[src/rtl/spi_pkg.sv]
// Shared constants for the SPI LED controller.
// Holds the command encodings, field widths, frame width, default channel
// count and a small address range helper used by the decoder.
package spi_pkg;

   localparam int CMD_W        = 8;
   localparam int ADDR_W       = 8;
   localparam int PAYLOAD_W    = 8;
   localparam int FRAME_W      = CMD_W + ADDR_W + PAYLOAD_W;
   localparam int NUM_LEDS_DEF = 8;

   localparam logic [7:0] CMD_NOP      = 8'h00;
   localparam logic [7:0] CMD_LED_SET  = 8'h01;
   localparam logic [7:0] CMD_LED_READ = 8'h02;
   localparam logic [7:0] ADDR_NONE    = 8'hFF;

   // Addresses at or beyond the channel count are silently ignored.
   function automatic bit addr_in_range(input logic [31:0] addr, input int num);
      return addr < 32'(num);
   endfunction

endpackage

[src/rtl/spi_if.sv]
// SPI bus bundle.
//   sclk : serial clock from the master
//   cs   : chip select, active low
//   mosi : master-out serial data
//   miso : slave-out serial data
interface spi_if;
   logic sclk;
   logic cs;
   logic mosi;
   logic miso;

   modport slave  (input sclk, input cs, input mosi, output miso);
   modport master (output sclk, output cs, output mosi, input miso);
endinterface

[src/rtl/spi_slave_if.sv]
// SPI mode-0 slave front end in the sysclk domain.
// Synchronises sclk/cs/mosi, detects edges, shifts in the frame, counts bits
// and shifts the read response out on miso.
//   sysclk, rst        : system clock, synchronous active-high reset
//   sclk, cs, mosi     : raw SPI inputs (asynchronous)
//   miso               : response bit, registered
//   rsp_byte           : response to load when the header completes
//   hdr_cmd/hdr_addr   : header fields, valid in the cycle the 16th bit lands
//   frame_vld          : 1-cycle strobe when the last frame bit lands
//   frm_cmd/addr/payload : complete frame fields, valid with frame_vld
module spi_slave_if
   import spi_pkg::*;
#(
   parameter int CMD_BITS     = CMD_W,
   parameter int ADDR_BITS    = ADDR_W,
   parameter int PAYLOAD_BITS = PAYLOAD_W
)(
   input  logic                    sysclk,
   input  logic                    rst,
   input  logic                    sclk,
   input  logic                    cs,
   input  logic                    mosi,
   output logic                    miso,
   input  logic [PAYLOAD_BITS-1:0] rsp_byte,
   output logic [CMD_BITS-1:0]     hdr_cmd,
   output logic [ADDR_BITS-1:0]    hdr_addr,
   output logic                    frame_vld,
   output logic [CMD_BITS-1:0]     frm_cmd,
   output logic [ADDR_BITS-1:0]    frm_addr,
   output logic [PAYLOAD_BITS-1:0] frm_payload
);

   localparam int HDR_BITS   = CMD_BITS + ADDR_BITS;
   localparam int FRAME_BITS = HDR_BITS + PAYLOAD_BITS;
   localparam int CNT_W      = $clog2(FRAME_BITS + 1);
   localparam logic [CNT_W-1:0] HDR_CNT   = CNT_W'(HDR_BITS);
   localparam logic [CNT_W-1:0] HDR_LAST  = CNT_W'(HDR_BITS - 1);
   localparam logic [CNT_W-1:0] FRAME_CNT = CNT_W'(FRAME_BITS);
   localparam logic [CNT_W-1:0] FRAME_LAST = CNT_W'(FRAME_BITS - 1);

   // [0],[1] are the synchroniser; [2] is history for edge detection.
   logic [2:0] sclk_sr, cs_sr;
   logic [1:0] mosi_sr;
   logic sclk_s, sclk_d, cs_s, mosi_s;
   logic rise, fall, cs_fall, sample, hdr_stb;
   logic armed;
   logic [CNT_W-1:0]        bit_cnt;
   logic [FRAME_BITS-2:0]   rx_sr;
   logic [FRAME_BITS-1:0]   rx_next;
   logic [PAYLOAD_BITS-1:0] tx_sr;

   assign sclk_s  = sclk_sr[1];
   assign sclk_d  = sclk_sr[2];
   assign cs_s    = cs_sr[1];
   assign mosi_s  = mosi_sr[1];
   assign rise    = sclk_s & ~sclk_d;
   assign fall    = ~sclk_s & sclk_d;
   assign cs_fall = ~cs_s & cs_sr[2];

   // Bits past the frame length are dropped. 'armed' blocks counting until
   // cs has been seen high, so a frame cut by reset is never resumed.
   assign sample  = rise & ~cs_s & armed & (bit_cnt < FRAME_CNT);
   assign rx_next = {rx_sr, mosi_s};
   assign hdr_stb   = sample && (bit_cnt == HDR_LAST);
   assign frame_vld = sample && (bit_cnt == FRAME_LAST);

   assign hdr_cmd     = rx_next[HDR_BITS-1 -: CMD_BITS];
   assign hdr_addr    = rx_next[ADDR_BITS-1:0];
   assign frm_cmd     = rx_next[FRAME_BITS-1 -: CMD_BITS];
   assign frm_addr    = rx_next[PAYLOAD_BITS+ADDR_BITS-1 -: ADDR_BITS];
   assign frm_payload = rx_next[PAYLOAD_BITS-1:0];
   assign miso        = tx_sr[PAYLOAD_BITS-1];

   always_ff @(posedge sysclk) begin
      if (rst) begin
         sclk_sr <= '0;
         cs_sr   <= '0;
         mosi_sr <= '0;
      end else begin
         sclk_sr <= {sclk_sr[1:0], sclk};
         cs_sr   <= {cs_sr[1:0], cs};
         mosi_sr <= {mosi_sr[0], mosi};
      end
   end

   always_ff @(posedge sysclk) begin
      if (rst) begin
         rx_sr   <= '0;
         bit_cnt <= '0;
         tx_sr   <= '0;
         armed   <= 1'b0;
      end else if (cs_s || cs_fall) begin
         bit_cnt <= '0;
         tx_sr   <= '0;
         armed   <= armed | cs_s;
      end else begin
         if (sample) begin
            rx_sr   <= rx_next[FRAME_BITS-2:0];
            bit_cnt <= bit_cnt + 1'b1;
         end
         // MSB goes out as soon as the header is in; the falling edge that
         // immediately follows must not shift it away, so shifting starts
         // only once the master has sampled it.
         if (hdr_stb)
            tx_sr <= rsp_byte;
         else if (fall && bit_cnt > HDR_CNT)
            tx_sr <= {tx_sr[PAYLOAD_BITS-2:0], 1'b0};
      end
   end

endmodule

[src/rtl/spi_top.sv]
// SPI-controlled LED PWM driver.
// Decodes LED_SET / LED_READ frames from spi_slave_if, holds one 7-bit
// brightness per channel and drives each LED from a shared PWM counter.
//   sysclk, rst : system clock, synchronous active-high reset
//   spi         : SPI bus (slave side)
//   led1..led8  : registered PWM outputs for channel addresses 0..7
module spi_top
   import spi_pkg::*;
#(
   parameter int NUM_LEDS     = NUM_LEDS_DEF,
   parameter int CMD_BITS     = CMD_W,
   parameter int ADDR_BITS    = ADDR_W,
   parameter int PAYLOAD_BITS = PAYLOAD_W
)(
   input  logic sysclk,
   input  logic rst,
   spi_if.slave spi,
   output logic led1,
   output logic led2,
   output logic led3,
   output logic led4,
   output logic led5,
   output logic led6,
   output logic led7,
   output logic led8
);

   localparam int BRIGHT_BITS = PAYLOAD_BITS - 1;
   localparam int IDX_W       = (NUM_LEDS > 1) ? $clog2(NUM_LEDS) : 1;

   logic [CMD_BITS-1:0]     hdr_cmd, frm_cmd;
   logic [ADDR_BITS-1:0]    hdr_addr, frm_addr;
   logic [PAYLOAD_BITS-1:0] frm_payload, rsp_byte;
   logic                    frame_vld;
   logic [NUM_LEDS-1:0][BRIGHT_BITS-1:0] bright;
   logic [BRIGHT_BITS-1:0]  pwm_cnt;
   logic [NUM_LEDS-1:0]     led_q;
   logic [7:0]              led_bus;
   logic                    unused_payload_lsb;

   spi_slave_if #(
      .CMD_BITS     (CMD_BITS),
      .ADDR_BITS    (ADDR_BITS),
      .PAYLOAD_BITS (PAYLOAD_BITS)
   ) u_slave (
      .sysclk      (sysclk),
      .rst         (rst),
      .sclk        (spi.sclk),
      .cs          (spi.cs),
      .mosi        (spi.mosi),
      .miso        (spi.miso),
      .rsp_byte    (rsp_byte),
      .hdr_cmd     (hdr_cmd),
      .hdr_addr    (hdr_addr),
      .frame_vld   (frame_vld),
      .frm_cmd     (frm_cmd),
      .frm_addr    (frm_addr),
      .frm_payload (frm_payload)
   );

   // Brightness is stored without the payload LSB.
   assign unused_payload_lsb = frm_payload[0];

   // Read response; only consumed in the cycle the header completes.
   always_comb begin
      rsp_byte = '0;
      if (hdr_cmd == CMD_BITS'(CMD_LED_READ) && addr_in_range(32'(hdr_addr), NUM_LEDS))
         rsp_byte = {bright[hdr_addr[IDX_W-1:0]], 1'b0};
   end

   always_ff @(posedge sysclk) begin
      if (rst) begin
         bright  <= '0;
         pwm_cnt <= '0;
         led_q   <= '0;
      end else begin
         pwm_cnt <= pwm_cnt + 1'b1;
         if (frame_vld && frm_cmd == CMD_BITS'(CMD_LED_SET) &&
             addr_in_range(32'(frm_addr), NUM_LEDS))
            bright[frm_addr[IDX_W-1:0]] <= frm_payload[PAYLOAD_BITS-1:1];
         for (int i = 0; i < NUM_LEDS; i++)
            led_q[i] <= (bright[i] > pwm_cnt);
      end
   end

   always_comb begin
      led_bus = '0;
      for (int i = 0; i < 8; i++)
         if (i < NUM_LEDS) led_bus[i] = led_q[i];
   end

   assign {led8, led7, led6, led5, led4, led3, led2, led1} = led_bus;

endmodule

[src/flat_wrapper.sv]
// flat-port wrapper written by rule: the top's interface ports become plain ports
module spi_top_flat import spi_pkg::*;
#(
   parameter int NUM_LEDS     = NUM_LEDS_DEF,
   parameter int CMD_BITS     = CMD_W,
   parameter int ADDR_BITS    = ADDR_W,
   parameter int PAYLOAD_BITS = PAYLOAD_W
)
  (sysclk, rst, led1, led2, led3, led4, led5, led6, led7, led8, spi_sclk, spi_cs, spi_mosi, spi_miso);
  spi_if spi_i ();
  input  logic sysclk;
  input  logic rst;
  output logic led1;
  output logic led2;
  output logic led3;
  output logic led4;
  output logic led5;
  output logic led6;
  output logic led7;
  output logic led8;
  input wire logic [$bits(spi_i.sclk)-1:0] spi_sclk;
  input wire logic [$bits(spi_i.cs)-1:0] spi_cs;
  input wire logic [$bits(spi_i.mosi)-1:0] spi_mosi;
  output wire logic [$bits(spi_i.miso)-1:0] spi_miso;
  assign spi_i.sclk = spi_sclk;
  assign spi_i.cs = spi_cs;
  assign spi_i.mosi = spi_mosi;
  assign spi_miso = spi_i.miso;
  spi_top #(.NUM_LEDS(NUM_LEDS), .CMD_BITS(CMD_BITS), .ADDR_BITS(ADDR_BITS), .PAYLOAD_BITS(PAYLOAD_BITS)) u_core (.sysclk(sysclk), .rst(rst), .spi(spi_i), .led1(led1), .led2(led2), .led3(led3), .led4(led4), .led5(led5), .led6(led6), .led7(led7), .led8(led8));
endmodule
[config.mk]
export PLATFORM = sky130hd
export DESIGN_NAME = spi_top_flat
export DESIGN_NICKNAME = d
export VERILOG_FILES = /design/src/rtl/spi_pkg.sv /design/src/rtl/spi_if.sv /design/src/rtl/spi_slave_if.sv /design/src/rtl/spi_top.sv /design/src/flat_wrapper.sv
export SDC_FILE = /design/constraint.sdc
export NUM_CORES = 1
export LEC_CHECK = 0
export CAP_MARGIN = 20
export CELL_PAD_IN_SITES_DETAIL_PLACEMENT = 1
export CELL_PAD_IN_SITES_GLOBAL_PLACEMENT = 1
export CORE_MARGIN = 4
export CORE_UTILIZATION = 30
export DETAILED_ROUTE_END_ITERATION = 16
export GPL_TIMING_DRIVEN = 0
export MAX_ROUTING_LAYER = met4
export PLACE_DENSITY_LB_ADDON = 0.1
export SYNTH_ARGS = -nofsm -noshare
export SYNTH_HDL_FRONTEND = slang
export SYNTH_SLANG_ARGS = --single-unit
[constraint.sdc]
create_clock -name sysclk -period 4.2 [get_ports sysclk]
set_clock_uncertainty 0.05 [all_clocks]
set_input_delay 0.63 -clock sysclk [delete_from_list [all_inputs] [get_ports sysclk]]
set_output_delay 0.63 -clock sysclk [all_outputs]
set_load 0.02 [all_outputs]
==> summary.txt, run 1 <==
final worst-path setup slack = 1.48 ns
row cnt = 51
CP Capture Type = register
Post-DRT Antenna Nets = 0
status = complete, no violations
WL final = 18300 µm
top_reg_cell synth = dfxtp_1
setup TNS = 0 ns
fin. max-slew vios = 0
Arrival @ worst endpoint = 3.02 ns
drc violations = 0
Place WS = 1.54 ns
nature of the critical path startpoint = register
Clock Sink Count = 115
most numerous cell in the Yosys netlist = dfxtp_1
r2r setup slk = 1.48 ns
synth cell count leaders = dfxtp_1 (115), nor2_1 (83), ha_1 (60), a21oi_1 (53), mux2i_1 (49)
routed via count = 4731
Hold Path Stages = 1
WP data required = 4.50 ns
slowest CP cell = or4b_2
worst path bufs/invs = 0
antenna violations before repair = 0
nets@finish = 731
largest family of logic cells by synthesized area = simple AND/OR/NAND/NOR gates
Area Growth Syn to Fin = 18.4%
core area = 19500 µm²
Tightest Hold Check Type = reg -> reg
Yosys warning total = 0
# port buffers = 12
Tcrit/Tclk final = 64.7%
post-synthesis mux area share = 14.7%
global route overflow = 0
hold_buf cts = 0
endpoints failing setup = 0
syn nets = 700
Largest delay share family, worst path = simple AND/OR/NAND/NOR gates
cell count after synthesis = 635
register area share after synthesis = 38.7%
Placer Congestion = 0.838
Worst Path Class, Setup = reg -> reg
Mean Syn Cell Area = 9.38 µm²
largest net degree at the start of global routing = 17
max-cap check violation count = 0
asr flop ratio synth = 0%
Hold Vio Cnt, Final = 0
vias in the first global route = 5060
first-pass GRT wire length = 29500 µm
H-Tree Depth = 4
Synth Area in Compound Gates = 8.83%
post-DP HPWL = 13300 µm
Lkg Pwr = 0.00250 µW
Synth Area in Simple Gates = 20.2%
Critical Path Max Stage Delay = 0.63 ns
Synth Area in Adders = 12.6%
Tightest Pin Transition = 0.865 ns
number of diodes = 0
Reg clk slew, reported paths = 0.06 ns
relative slew slack = 41.9%
ranking of synthesized cells by area = dfxtp_1 (39%), ha_1 (13%), mux2i_1 (8.2%)
worst hold path endpoint = u_core.u_slave.mosi_sr[1]
router iterations before antenna repair = 5
Crit Path Max Fanout = 7
crit path time final = 2.72 ns
Initial DRC Count = 183
maximum achievable frequency = 0.368 GHz
Syn Std Cell Area = 5950 µm²
Clock Tree Root = clkbuf_16
Post-Synth XOR/XNOR Area = 1.18%
layout cell share with drive strength beyond 1 = 10.2%
CTS Buf Count = 17
Peak VDD IR = 0.000270 V
Power Density = 407 nW/µm²
Cell Chain, Critical Path = ha_1 > and3_1 > ha_1 > or4b_2 > nor4_2 > nand2_1 > a21oi_1
Hold Crit Start = u_core.u_slave.mosi_sr[0]
instance count on the critical path = 7
RSZ-0062 raised after global routing = false
largest buffer count on any clock path = 2
clock latency on the worst-skew pair = 0.42 ns
register bit total from synthesis = 115
worst reg2reg endpoint = u_core.u_slave.tx_sr[6]
total track usage = 18.0%
post-CTS setup buffer count = 0
Post-synth EDFFs = 0
R2R Path Start = u_core.u_slave.bit_cnt[0]
Die ar. = 22200 µm²
Final Hold Slack = 0.397 ns
Synth top area share = 38.7%
TritonCTS clock tree = yes
cell mode on critical path = ha_1
Initial Util = 30.6%
Die Span X = 149 µm
drt wl/cell = 19.4 µm
Via density = 5.02
reg2reg path depth = 7
I/O pin count = 14
Die Span Y = 149 µm
Synth cell types = 37
post-CTS sizing = 0
Yosys top cell by area = dfxtp_1
## worst max-delay path by stage
| stage | from | end | slack, ns |
|---|---|---|---|
| after floorplan | u_core.u_slave.bit_cnt[0] | u_core.u_slave.tx_sr[6] | 2.01 |
| after global placement | u_core.u_slave.bit_cnt[0] | u_core.u_slave.tx_sr[6] | 1.51 |
| after detailed placement | u_core.u_slave.bit_cnt[0] | u_core.u_slave.tx_sr[7] | 1.54 |
| after CTS | u_core.u_slave.bit_cnt[0] | u_core.u_slave.tx_sr[7] | 1.49 |
| after global routing | u_core.u_slave.rx_sr[8] | u_core.u_slave.tx_sr[7] | 1.28 |
| final | u_core.u_slave.bit_cnt[0] | u_core.u_slave.tx_sr[6] | 1.48 |
## final cells by class
class                      instances  area [µm²]
multi-input combinational        459        3420
buffer                            34         130
fill                            2191       12400
clock buffer                      18         439
clock inverter                    13         208
tap                              265         332
sequential                       115        2300
inverter                          27         101
timing repair buffer              12         120
## power breakdown
| group | internal (µW) | switching, µW | total [µW] |
|---|---|---|---|
| logic | 56.1 | 88.9 | 145 |
| registers | 1110 | 9.47 | 1110 |
| clock network | 1060 | 544 | 1610 |
## cells by family (layout without fill, tap and decap cells)
group	Yosys count	in the layout
AOI/OAI and AO/OA	99	99
DFF	115	115
xor gates and xnor gates	8	8
and+or+nand+nor	223	223
adders and majority gates	60	60
buffers and inverters	61	104
muxes	69	69
## flip-flops by register name, summed over array words and instances, names as in the netlist
| signal | count |
|---|---|
| u_core.u_slave.tx_sr | 7 |
| u_core.pwm_cnt | 7 |
| u_core.u_slave.cs_sr | 3 |
| u_core.bright | 56 |
| u_core.u_slave.mosi_sr | 2 |
| u_core.u_slave.bit_cnt | 5 |
| u_core.u_slave.armed | 1 |
| u_core.u_slave.rx_sr | 23 |
| u_core.u_slave.sclk_sr | 3 |
| u_core.led_bus | 8 |
## cell usage in the layout, fill, tap and decap left out, types with 2 or more instances in the layout
cell type	count
o21ai_0	35
clkinvlp_4	4
nor2b_1	25
nand4_1	10
nor4_4	7
and3_1	2
nor3_1	2
nand2_1	43
nor4_2	3
mux4_2	14
buf_1	5
a211oi_1	9
bufinv_16	5
inv_1	27
xor2_1	2
ha_1	60
mux2i_1	49
nand2b_1	2
clkinv_2	2
mux2_2	6
clkbuf_1	27
clkbuf_16	17
buf_2	2
xnor2_1	6
nor2_1	83
clkdlybuf4s50_1	12
nand3_1	35
dfxtp_1	115
a21oi_1	53
## through the flow
step | utilization (%) | std cells | area, µm² | total power (µW)
floorplan | - | 635 | 5950 | 1230
global route | 36.2 | 943 | 7050 | 2980
CTS | 36.2 | 943 | 7050 | 2900
detailed placement | 32.9 | 912 | 6410 | 1290
finish | 36.2 | 943 | 7050 | 2870
global placement | 32.9 | 912 | 6410 | 1280
## metal layers
metal	GRT usage [%]	up-vias	wire length [µm]
li1	-	2300	-
met1	25.1	2348	9290
met2	26.9	61	8090
met3	3.52	22	605
met4	4.62	0	276
met5	-	-	0
Power figures use the tool's default switching activity.
==> run 2, diff against run 1 <==
Clock period 4.2 ns to 2.79 ns, I/O delays scaled along.
==> summary.txt, run 2 (same netlist as run 1, synthesis figures left out) <==
Power Density = 610 nW/µm²
fillcell total = 2192
Clock Sink Count = 115
crit path time final = 2.53 ns
Peak VDD IR = 0.000401 V
nets@finish = 731
maximum achievable frequency = 0.396 GHz
post-CTS sizing = 0
Die Span Y = 149 µm
Die Span X = 149 µm
nature of the critical path startpoint = register
Tightest Pin Transition = 0.864 ns
TritonCTS clock tree = yes
number of flip-flops in the largest register = 56
hold_buf cts = 0
CTS Buf Count = 17
Reg clk slew, reported paths = 0.06 ns
fin cells = 943
utilization after layout = 36.3%
Clock Tree Root = clkbuf_16
Arrival @ worst endpoint = 2.83 ns
Initial Util = 30.6%
Tightest Hold Check Type = reg -> reg
Largest Register = u_core.bright
max-cap check violation count = 0
Place WS = 0.129 ns
placed cells = 912
layout cell share with drive strength beyond 1 = 10.3%
# port buffers = 12
relative slew slack = 42.0%
first-pass GRT wire length = 29500 µm
I/O pin count = 14
drt wl/cell = 19.4 µm
Crit Path Max Fanout = 7
global route overflow = 0
Final Hold Slack = 0.397 ns
router iterations before antenna repair = 4
row cnt = 51
H-Tree Depth = 4
CP Capture Type = register
largest net degree at the start of global routing = 17
Placer Congestion = 0.838
fin. max-slew vios = 0
drc violations = 0
Area Growth Syn to Fin = 18.6%
WP data required = 3.09 ns
Lkg Pwr = 0.00250 µW
antenna violations before repair = 0
leading cell type in the layout, fill and taps excluded = dfxtp_1
Worst Path Class, Setup = reg -> reg
status = complete, no violations
most frequent cells in the layout = dfxtp_1 (115), nor2_1 (82), ha_1 (60)
Initial DRC Count = 210
core area = 19500 µm²
final worst-path setup slack = 0.263 ns
RSZ-0062 raised after global routing = false
Tcrit/Tclk final = 90.6%
Via density = 5.02
post-CTS setup buffer count = 0
largest buffer count on any clock path = 2
total track usage = 18.0%
Hold Vio Cnt, Final = 0
number of diodes = 0
setup TNS = 0 ns
routed via count = 4736
Post-DRT Antenna Nets = 0
clock latency on the worst-skew pair = 0.42 ns
endpoints failing setup = 0
post-DP HPWL = 13300 µm
vias in the first global route = 5060
WL final = 18300 µm
Die ar. = 22200 µm²
run 2: routing by layer:
metal / vias up / part of all wire (%) / routed length, µm / global-route usage (%)
li1: 2301 / - / - / -
met1: 2363 / 52 / 9450 / 25.1
met2: 52 / 44 / 8120 / 26.9
met3: 20 / 2.3 / 429 / 3.52
met4: 0 / 1.5 / 272 / 4.62
met5: - / 0 / 0 / -
run 2: report_power, final:
part	internal (µW)	switching [µW]	total (µW)
registers	1660	14.3	1680
clock network	1600	815	2420
logic	84.5	133	218
total	3350	962	4310
run 2: stage by stage:
step | cell area (µm²) | power, µW
after floorplan | 5950 | 1850
after global placement | 6410 | 1930
after detailed placement | 6410 | 1940
after CTS | 7050 | 4370
after global routing | 7060 | 4480
final | 7060 | 4310
run 2: worst paths after layout:
check | startpoint | endpoint | slack [ns] | cells past startpoint
worst max-delay path | u_core.u_slave.bit_cnt[0] | u_core.u_slave.tx_sr[7] | 0.26 | 7
worst min-delay path | u_core.u_slave.mosi_sr[0] | u_core.u_slave.mosi_sr[1] | 0.40 | 1
worst max register to register | u_core.u_slave.bit_cnt[0] | u_core.u_slave.tx_sr[7] | 0.26 | 7
worst min register to register | u_core.u_slave.mosi_sr[0] | u_core.u_slave.mosi_sr[1] | 0.40 | 1
run 2: cell type report:
type / count / area [µm²] / share of cell area, %
buffer: 34 / 130 / 1.84
tap: 265 / 332 / 4.69
sequential: 115 / 2300 / 32.6
multi-input combinational: 459 / 3430 / 48.6
timing repair buffer: 12 / 120 / 1.70
inverter: 27 / 101 / 1.43
clock buffer: 18 / 439 / 6.22
clock inverter: 13 / 208 / 2.94
run 2: critical path: stages, from the launching register on:
cell     delay [ns]
dfxtp_1        0.39
ha_1           0.21
and3_1         0.16
ha_1           0.19
or4b_2         0.67
nor4_4         0.46
nand2_1        0.16
a21oi_1        0.17
==> run 3, diff against run 2 <==
Settings changed: DONT_BUFFER_PORTS set to 1, SLEW_MARGIN set to 20.
==> summary.txt, run 3 (same netlist as run 1, synthesis figures left out) <==
Placer Congestion = 0.806
nature of the critical path startpoint = register
Tcrit/Tclk final = 89.6%
met3 usage = 3.71%
largest buffer count on any clock path = 2
CTS Buf Count = 17
R2R Path Start = u_core.u_slave.bit_cnt[0]
core area = 19500 µm²
global route overflow = 0
setup TNS = 0 ns
area of the multi-input gates = 3430 µm²
Hold Crit Start = spi_cs
total track usage = 18.5%
row cnt = 51
antenna violations before repair = 0
Clock Tree Root = clkbuf_16
Tightest Pin Transition = 0.813 ns
Reg area = 2300 µm²
met2 usage = 27.3%
vias in the first global route = 4985
H-Tree Depth = 4
I/O pin count = 14
drc violations = 0
WP data required = 3.09 ns
met1 Use GR = 25.6%
maximum achievable frequency = 0.400 GHz
Clock Sink Count = 115
Post-DRT Antenna Nets = 0
first-pass GRT wire length = 29800 µm
Initial Util = 30.6%
Die Span X = 149 µm
Die Span Y = 149 µm
r2r setup slk = 0.29 ns
max-cap check violation count = 0
reg2reg path depth = 7
Hold Path Stages = 1
number of flip-flops in the largest register = 56
utilization after layout = 35.4%
crit path time final = 2.50 ns
routed via count = 4654
layout cell share with drive strength beyond 1 = 10.4%
Initial DRC Count = 262
Largest Register = u_core.bright
fillcell total = 2208
leading cell type in the layout, fill and taps excluded = dfxtp_1
relative slew slack = 45.8%
worst hold path endpoint = u_core.u_slave.cs_sr[0]
status = complete, no violations
Area Growth Syn to Fin = 15.9%
WL final = 18800 µm
Die ar. = 22200 µm²
Hold Vio Cnt, Final = 0
Crit Path Max Fanout = 7
router iterations before antenna repair = 4
Tightest Hold Check Type = in -> reg
number of diodes = 0
RSZ-0062 raised after global routing = false
nets@finish = 719
Worst Path Class, Setup = reg -> reg
gr busiest metal = met2
drt wl/cell = 20.2 µm
Peak VDD IR = 0.000359 V
CP Capture Type = register
Lkg Pwr = 0.00245 µW
endpoints failing setup = 0
largest net degree at the start of global routing = 17
TritonCTS clock tree = yes
# port buffers = 0
clock latency on the worst-skew pair = 0.42 ns
Reg clk slew, reported paths = 0.05 ns
Via density = 5.00
hold_buf cts = 0
most frequent cells in the layout = dfxtp_1 (115), nor2_1 (82), ha_1 (60)
Power Density = 597 nW/µm²
Final Hold Slack = 0.0816 ns
worst reg2reg endpoint = u_core.u_slave.tx_sr[6]
fin. max-slew vios = 0
post-DP HPWL = 13600 µm
Arrival @ worst endpoint = 2.80 ns
[run 3: changes by cell type in the layout (fill, tap and decap cells not counted), sizes merged]
cell / delta
clkbuf: +3
clkinvlp: -3
bufinv: -2
clkdlybuf4s50: -12
clkinv: +3
inv: -1
[run 3: layout make-up]
type                       instances  area share, %
buffer                            34           1.89
clock buffer                      21           6.82
clock inverter                    10           1.90
inverter                          27           1.47
multi-input combinational        459           49.7
sequential                       115           33.4
tap                              265           4.81
[run 3: stage by stage]
stage | total power, µW | area, µm² | setup slack, ns | std cells
CTS | 4160 | 6890 | 0.0640 | 931
finish | 4120 | 6900 | 0.291 | 931
floorplan | 1850 | 5950 | 0.599 | 635
global route | 4270 | 6900 | 0.0190 | 931
global placement | 1910 | 6290 | 0.120 | 900
detailed placement | 1910 | 6290 | 0.0895 | 900
[run 3: critical path: stages, from the launching register on]
cell,delay [ns]
dfxtp_1,0.40
ha_1,0.21
and3_1,0.17
ha_1,0.19
or4b_2,0.66
nor4_4,0.45
nand2_1,0.14
a21oi_1,0.16
[run 3: how the worst max path moves through the flow]
| stage | startpoint | to | slack [ns] | depth (start not counted) |
|---|---|---|---|---|
| after detailed placement | u_core.u_slave.bit_cnt[0] | u_core.u_slave.tx_sr[7] | 0.09 | 7 |
| final | u_core.u_slave.bit_cnt[0] | u_core.u_slave.tx_sr[6] | 0.29 | 7 |
| after CTS | u_core.u_slave.bit_cnt[0] | u_core.u_slave.tx_sr[7] | 0.06 | 7 |
| after global routing | u_core.u_slave.rx_sr[8] | u_core.u_slave.tx_sr[6] | 0.02 | 6 |
| after global placement | u_core.u_slave.bit_cnt[0] | u_core.u_slave.tx_sr[7] | 0.12 | 7 |
| after floorplan | u_core.u_slave.bit_cnt[0] | u_core.u_slave.tx_sr[6] | 0.60 | 7 |
[run 3: layer usage]
layer  up-vias  wire length [µm]
met5         -                 0
met4         0               327
met3        18               570
met2        63              8390
met1      2308              9530
li1       2265                 -
[run 3: repair_timing]
item                                    4_1_cts  5_1_grt
endpoints found under the setup margin        0        7
gates resized for setup                       0        2
setup buffers                                 0        0
[run 3: power by group]
group / leakage [µW] / switching [µW] / total, µW / internal, µW
logic: 0.00122 / 116 / 179 / 63.0
registers: 0.000929 / 30.5 / 1700 / 1660
clock network: 0.000298 / 782 / 2240 / 1460
total: 0.00245 / 929 / 4120 / 3190
